==> src/rtl/pipeline_pkg.sv <==
// Shared types and helpers for the request-merge pipeline.
// Holds the index-width helper and the lock-FSM state encoding.
package pipeline_pkg;

   function automatic int idx_w(int n);
      return (n > 1) ? $clog2(n) : 1;
   endfunction

   typedef enum logic {
      ARB_IDLE,
      ARB_LOCKED
   } arb_state_t;

endpackage

==> src/rtl/pipeline_rr_arbiter_rr_pick.sv <==
// Combinational round-robin picker.
// Finds the first request at or above i_ptr, wrapping N-1 to 0.
module rr_pick
   import pipeline_pkg::*;
#(
   parameter int N = 2,
   localparam int IW = idx_w(N)
) (
   input  logic [N-1:0]  i_req,
   input  logic [IW-1:0] i_ptr,
   output logic          o_any,
   output logic [IW-1:0] o_grant
);

   // Walk the ring from the far end so the nearest request wins.
   always_comb begin
      o_any   = 1'b0;
      o_grant = '0;
      for (int k = N - 1; k >= 0; k--) begin
         if (i_req[(int'(i_ptr) + k) % N]) begin
            o_any   = 1'b1;
            o_grant = IW'((int'(i_ptr) + k) % N);
         end
      end
   end

endmodule

==> src/rtl/pipeline_rr_arbiter.sv <==
// Round-robin merge of N valid/ready streams into one output register.
// Multi-beat transactions hold the grant until their last beat.
module pipeline_rr_arbiter
   import pipeline_pkg::*;
#(
   parameter int N  = 2,
   parameter int DW = 256,
   localparam int IW = idx_w(N)
) (
   input  logic          clk,
   input  logic          rst_n,
   input  logic [N-1:0]  i_valid,
   output logic [N-1:0]  i_ready,
   input  logic [DW-1:0] i_data [N],
   input  logic [N-1:0]  i_last,
   output logic          o_valid,
   input  logic          o_ready,
   output logic [DW-1:0] o_data,
   output logic          o_last,
   output logic [IW-1:0] o_id
);

   arb_state_t    r_state;
   arb_state_t    w_state_nxt;
   logic          r_full;
   logic [DW-1:0] r_data;
   logic          r_last;
   logic [IW-1:0] r_id;
   logic [IW-1:0] r_ptr;
   logic [IW-1:0] r_lock_id;
   logic [IW-1:0] w_ptr_nxt;
   logic [IW-1:0] w_lock_nxt;
   logic          w_pick_any;
   logic [IW-1:0] w_pick_g;
   logic [IW-1:0] w_grant;
   logic          w_gvalid;
   logic          w_glast;
   logic          w_can_accept;
   logic          w_accept;

   rr_pick #(.N(N)) u_pick (
      .i_req   (i_valid),
      .i_ptr   (r_ptr),
      .o_any   (w_pick_any),
      .o_grant (w_pick_g)
   );

   // While locked the grant is pinned, even if that lane is idle.
   always_comb begin
      w_grant      = w_pick_g;
      w_gvalid     = w_pick_any;
      if (r_state == ARB_LOCKED) begin
         w_grant   = r_lock_id;
         w_gvalid  = i_valid[r_lock_id];
      end
      w_can_accept = !r_full || o_ready;
      w_accept     = rst_n && w_can_accept && w_gvalid;
      w_glast      = i_last[w_grant];
      i_ready      = '0;
      if (w_accept) begin
         i_ready[w_grant] = 1'b1;
      end
   end

   always_comb begin
      w_state_nxt = r_state;
      w_lock_nxt  = r_lock_id;
      w_ptr_nxt   = r_ptr;
      if (w_accept) begin
         unique case (r_state)
            ARB_IDLE: begin
               if (!w_glast) begin
                  w_state_nxt = ARB_LOCKED;
                  w_lock_nxt  = w_grant;
               end
            end
            ARB_LOCKED: begin
               if (w_glast) begin
                  w_state_nxt = ARB_IDLE;
               end
            end
            default: w_state_nxt = ARB_IDLE;
         endcase
         if (w_glast) begin
            w_ptr_nxt = IW'((int'(w_grant) + 1) % N);
         end
      end
   end

   always_ff @(posedge clk or negedge rst_n) begin
      if (!rst_n) begin
         r_state   <= ARB_IDLE;
         r_lock_id <= '0;
         r_ptr     <= '0;
      end else begin
         r_state   <= w_state_nxt;
         r_lock_id <= w_lock_nxt;
         r_ptr     <= w_ptr_nxt;
      end
   end

   // A new accept overwrites a beat being taken, so no bubble.
   always_ff @(posedge clk or negedge rst_n) begin
      if (!rst_n) begin
         r_full <= 1'b0;
         r_data <= '0;
         r_last <= 1'b0;
         r_id   <= '0;
      end else if (w_accept) begin
         r_full <= 1'b1;
         r_data <= i_data[w_grant];
         r_last <= w_glast;
         r_id   <= w_grant;
      end else if (o_ready) begin
         r_full <= 1'b0;
      end
   end

   assign o_valid = r_full;
   assign o_data  = r_data;
   assign o_last  = r_last;
   assign o_id    = r_id;

endmodule

==> config.mk <==
export PLATFORM = sky130hd
export DESIGN_NAME = pipeline_rr_arbiter
export DESIGN_NICKNAME = d
export VERILOG_FILES = /design/src/rtl/pipeline_pkg.sv /design/src/rtl/pipeline_rr_arbiter_rr_pick.sv /design/src/rtl/pipeline_rr_arbiter.sv
export SDC_FILE = /design/constraint.sdc
export NUM_CORES = 1
export LEC_CHECK = 0
export ABC_CLOCK_PERIOD_IN_PS = 2300
export CAP_MARGIN = 20
export CORE_AREA = 2 2 302 304
export CTS_CLUSTER_DIAMETER = 60
export CTS_CLUSTER_SIZE = 16
export DETAILED_ROUTE_END_ITERATION = 8
export DIE_AREA = 0 0 304 306
export SYNTH_ARGS = -nofsm -noshare
export SYNTH_HDL_FRONTEND = slang
export SYNTH_SLANG_ARGS = --single-unit
==> constraint.sdc <==
create_clock -name clk -period 2.3 [get_ports clk]
set_input_delay 0.46 -clock clk [delete_from_list [all_inputs] [get_ports clk]]
set_output_delay 0.46 -clock clk [all_outputs]
set_load 0.1 [all_outputs]
Word level (Yosys, flattened, before mapping)

Index checks and enable logic that the tools add are counted.

Output and inout port bits: 261
Memory bits (read-only): 0
Bits in registers: 262
Memories kept: 0
Bits in writable memories: 0
Bits in latches: 0
Input bits: 519

Reductions and logical operators: 8
Equal/unequal tests: 0
Multipliers: 0
$lt $le $gt $ge: 6
Shift operators: 0
Muxes and demuxes: 24
Bitwise gates (word level): 4
Add/subtract/negate cells: 2
Divide/modulo/power cells: 0

Operators by type and width:

| operator                                                   | number |
|---|---|
| two-way mux 256 bit                                        | 3 |
| two-way mux 1 bit                                          | 19 |
| less-than comparator 1 x 2 -> 1 bit, second input constant | 3 |
| logical AND 1 bit                                          | 3 |
| less-than comparator 2 x 3 -> 1 bit, second input constant | 1 |
| AND reduction 3 bit                                        | 1 |
| adder 1 bit, second input constant                         | 2 |
| greater-or-equal comparator 2 bit, second input constant   | 1 |
| two-way mux 2 bit                                          | 1 |
| inverter 1 bit                                             | 2 |
| inverter 1 -> 2 bit                                        | 1 |
| AND reduction 2 bit                                        | 1 |
| nonzero test 2 bit                                         | 1 |
| bitwise AND 1 bit, first input constant                    | 1 |
| demux 1 bit (select 1 bit)                                 | 1 |
| greater-or-equal comparator 1 bit, second input constant   | 1 |
| zero test 1 bit                                            | 1 |
| logical OR 1 bit                                           | 1 |

Depth between registers and ports, before layout

Depth in word-level cells: 13
Depth in mapped cells: 7
Depth with buffers taken out: 4

Modules after synthesis

From an unflattened synthesis, not the netlist that was laid out.

Cells, all modules: 1429
Area, all modules: 11721.2 um2

Modules (own cells, without submodules):

| module              | seq. area each (um2) | instances | cells each | area an instance (um2) |
|---|---|---|---|---|
| pipeline_rr_arbiter | 6556.3               | 1         | 1426       | 11703.7 |
| rr_pick             | 0.0                  | 1         | 3          | 17.5 |

Worst setup path before layout

No wires, ideal clock.

Path kind: reg2out
Start: register r_full, in the netlist o_valid
End: output port i_ready[0]
Arrival: 2.794 ns
Path slack: -0.954 ns
Stages on the path, launching flop included: 6
Path through: dfrtp_1 -> nand2b_1 -> o2111ai_2 -> buf_4 -> buf_4 -> nor2_1

Word-level cells in the longest chain between the ends: 5

RTL lines:

| item                            | RTL line                   | source |
|---|---|---|
| from (decl)                     | pipeline_rr_arbiter.sv:25  | `logic r_full;` |
| from (signal assigned)          | pipeline_rr_arbiter.sv:105 | `r_full <= 1'b0;` |
| from (signal assigned)          | pipeline_rr_arbiter.sv:110 | `r_full <= 1'b1;` |
| from (signal assigned)          | pipeline_rr_arbiter.sv:115 | `r_full <= 1'b0;` |
| zero test 1 bit                 | pipeline_rr_arbiter.sv:56  | `w_can_accept = !r_full \|\| o_ready;` |
| logical OR 1 bit                | pipeline_rr_arbiter.sv:56  |  |
| logical AND 1 bit (2 in series) | pipeline_rr_arbiter.sv:57  | `w_accept = rst_n && w_can_accept && w_gvalid;` |
| two-way mux 2 bit               | pipeline_rr_arbiter.sv:60  | `if (w_accept) begin` |
| to (decl)                       | pipeline_rr_arbiter.sv:13  | `output logic [N-1:0] i_ready,` |

Every way passes these cells.

Worst setup path after layout

Start: register r_state
End: output port i_ready[1]

Word-level cells in the longest chain between the ends: 6
Elaborated cells on any way between the ends: 9
Those cells by class: order compare (2); mux (5); reduce/logical (2)

RTL lines:

| item                                                                                                           | RTL line                  | source |
|---|---|---|
| from (decl)                                                                                                    | pipeline_rr_arbiter.sv:23 | `arb_state_t r_state;` |
| from (signal assigned)                                                                                         | pipeline_rr_arbiter.sv:96 | `r_state <= w_state_nxt;` |
| two-way mux 1 bit                                                                                              | pipeline_rr_arbiter.sv:52 | `if (r_state == ARB_LOCKED) begin` |
| less-than comparator 1 x 2 -> 1 bit (implied by the code) or greater-or-equal comparator 1 bit (tied branches) | pipeline_rr_arbiter.sv:61 | `i_ready[w_grant] = 1'b1;` |
| logical AND 1 bit (implied by the code)                                                                        | pipeline_rr_arbiter.sv:61 |  |
| two-way mux 1 bit (implied by the code)                                                                        | pipeline_rr_arbiter.sv:61 |  |
| demux 1 bit (select 1 bit)                                                                                     | pipeline_rr_arbiter.sv:61 |  |
| two-way mux 2 bit (*)                                                                                          | pipeline_rr_arbiter.sv:60 |  |

Every way passes the cells marked *; elsewhere a longest branch is shown, timed or not.

==> out/qor.txt <==
synthesized cell area: 12,100 um2
critical path fanouts, max: 6
initial drt markers: 377
Final Skew: 0.0224 ns
Worst Hold Class: input pin to async pin
DR vias: 11,300
IO Port Bufs: 779
Max Slew Vio Count: 0
H-tree levels: 1
met3 WL: 4400 um
DRT met1 WL: 18,600 um
unrepaired setup endpoints after global routing: yes
Crit path arrival time: 1.93 ns
layout cells sized above 1: 21.2%
Req. time, crit path: 1.84 ns
vias per cell: 3.56
Post-Route WL: 49,100 um
nets: 2,484
Final Hold Fails: 0
Initial DRT Pass Iterations: 6
post-route setup slack: -0.0867 ns
clock sink total: 262
Chip Width: 304 um
dpl cells: 3,105
TritonCTS clock tree: done
Inserted Diodes: 0
die area: 93,000 um2
sequential area share after synthesis: 54.3%
fill count: 9,667
maximum clock rate: 419 MHz
Ys Warns: 0
Mean Syn Cell Area: 10.6 um2
post-synthesis net count: 1,663
Core ar.: 89,600 um2
DP Area: 21,100 um2
design area: 22,300 um2
root buf cell: clkbuf_16
crit share post-route: 104%
Distinct cells, synth: 25
crit path kind: flop to primary output
most frequent cells in the layout: clkdlybuf4s50_1, buf_4, dfrtp_1, nand2_1, mux2i_1
Top Metal Used: met4
CP endpoint kind: primary output
Setup Viol. Count Final: 2
TNS Setup: -0.158 ns
Clock Pin Slew Worst Setup and Hold Paths: 0.07 ns
Routability Congestion: 0.819
Tightest Pin Transition: 0.808 ns
Die H: 306 um
GRT overflow: 0
Antenna Nets Post-Route: 0
worst skew pair latency: 0.60 ns
status: complete, but fails checks
max cap viols: 0
Cells after Synth: 1,144
vias in the first global route: 12,100
failing checks: negative setup slack
area added between synthesis and finish: 84.3%
largest net degree at the start of global routing: 115
Rel. slew slack: 46.1%
drt wl/cell: 15.5 um
synthesis-stage register bit count: 262
placement row count: 110
drt drc: 0
All-Layer GR Usage: 10.2%
startpoint types: flop
CTS Buf Count: 30
post-layout util: 24.8%
antenna violations before repair: 0
fin crit period: 2.39 ns
Layout Cells excl Fill: 3,164
met2 WL: 24,600 um
worst-case clock buffer depth: 3
HPWL after DPL: 40,300 um
Initial Util: 13.5%
global-route wire length before repair: 74,000 um
commonest non-fill, non-tap cell in the layout: clkdlybuf4s50_1
IO Count: 780
## stage by stage
stage	worst slack (ns)	hold WS, ns
floorplan	-0.151	0.164
global placement	-0.251	0.306
detailed placement	-0.268	0.307
CTS	-0.150	0.246
global route	-0.164	0.281
finish	-0.0867	0.289
## per-layer routing
layer  global-route usage, %  vias up
met5                       0        -
met4                    3.40        0
met3                    3.39       68
met2                    18.3      489
met1                    11.3     5116
li1                        -     5587
## kinds of logic after synthesis
| kind of cell | Yosys count | synth area share (%) |
|---|---|---|
| flip-flops | 262 | 54.3 |
| buffers and inverters | 89 | 4.56 |
| multiplexers | 258 | 21.4 |
| AO/OA/AOI/OAI | 269 | 11.4 |
| AND/OR/NAND/NOR | 266 | 8.37 |
## timing repair
action | CTS | global route
endpoints found under the setup margin | 2 | 2
hold buffers | 1 | 0
gates resized for setup | 4 | 2
endpoints found under the hold margin | 16 | 0
pin swaps | 4 | 1
buffers inserted | 3 | 0
## worst max-delay path, cell delays in order (launching register included)
cell      delay (ns)
dfrtp_2         0.44
or3b_4          0.43
o2111a_1        0.16
and2_4          0.15
buf_12          0.16
## cell usage after synthesis
library cell	n	share of area [%]
dfrtp_1	262	54
nand2_1	259	8.0
mux2i_1	256	21
o21ai_1	240	9.9
buf_4	43	2.7
o21ai_0	19	0.79
buf_2	16	0.66
clkbuf_2	16	0.66
clkbuf_1	9	0.28
inv_1	3	0.093
nor2_1	3	0.093
a21oi_1	2	0.083
buf_6	2	0.19
mux2_2	2	0.19
o31ai_1	2	0.12
a21boi_0	1	0.062
and2_1	1	0.052
nand2b_1	1	0.052
nor2b_1	1	0.052
o2111a_1	1	0.093
o2111ai_1	1	0.072
o2111ai_2	1	0.12
o211ai_1	1	0.062
o21ba_2	1	0.083
or3b_1	1	0.072
## flip-flops by register name, indices dropped and copies added (netlist names)
signal and count:
o_data 256, o_id 1, o_last 1, o_valid 1
r_lock_id 1, r_ptr 1, r_state 1
## path summary, 6_finish.rpt
kind	from	to	slack, ns	cells after the start
min reg2reg	o_data[104]	o_data[104]	0.48	2
max reg2reg	r_state	o_data[44]	0.28	8
max	r_state	i_ready[1]	-0.09	4
max in group asynchronous	rst_n	o_data[159]	1.02	3
min in group clk	o_data[104]	o_data[104]	0.48	2
min	rst_n	o_data[22]	0.29	2
## final cells by class
cell class | count | area, um2 | area share (%)
multi-input cells | 793 | 5020 | 22.6
clock inverters | 20 | 297 | 1.33
inverters | 3 | 11.3 | 0.0506
clock buffers | 35 | 821 | 3.69
repair buffers | 875 | 8090 | 36.3
flip-flops and latches | 262 | 6560 | 29.5
well taps | 1176 | 1470 | 6.61
Power is not shown: default switching activity piles up to over one toggle a cycle in this logic, so the estimate is an artifact.
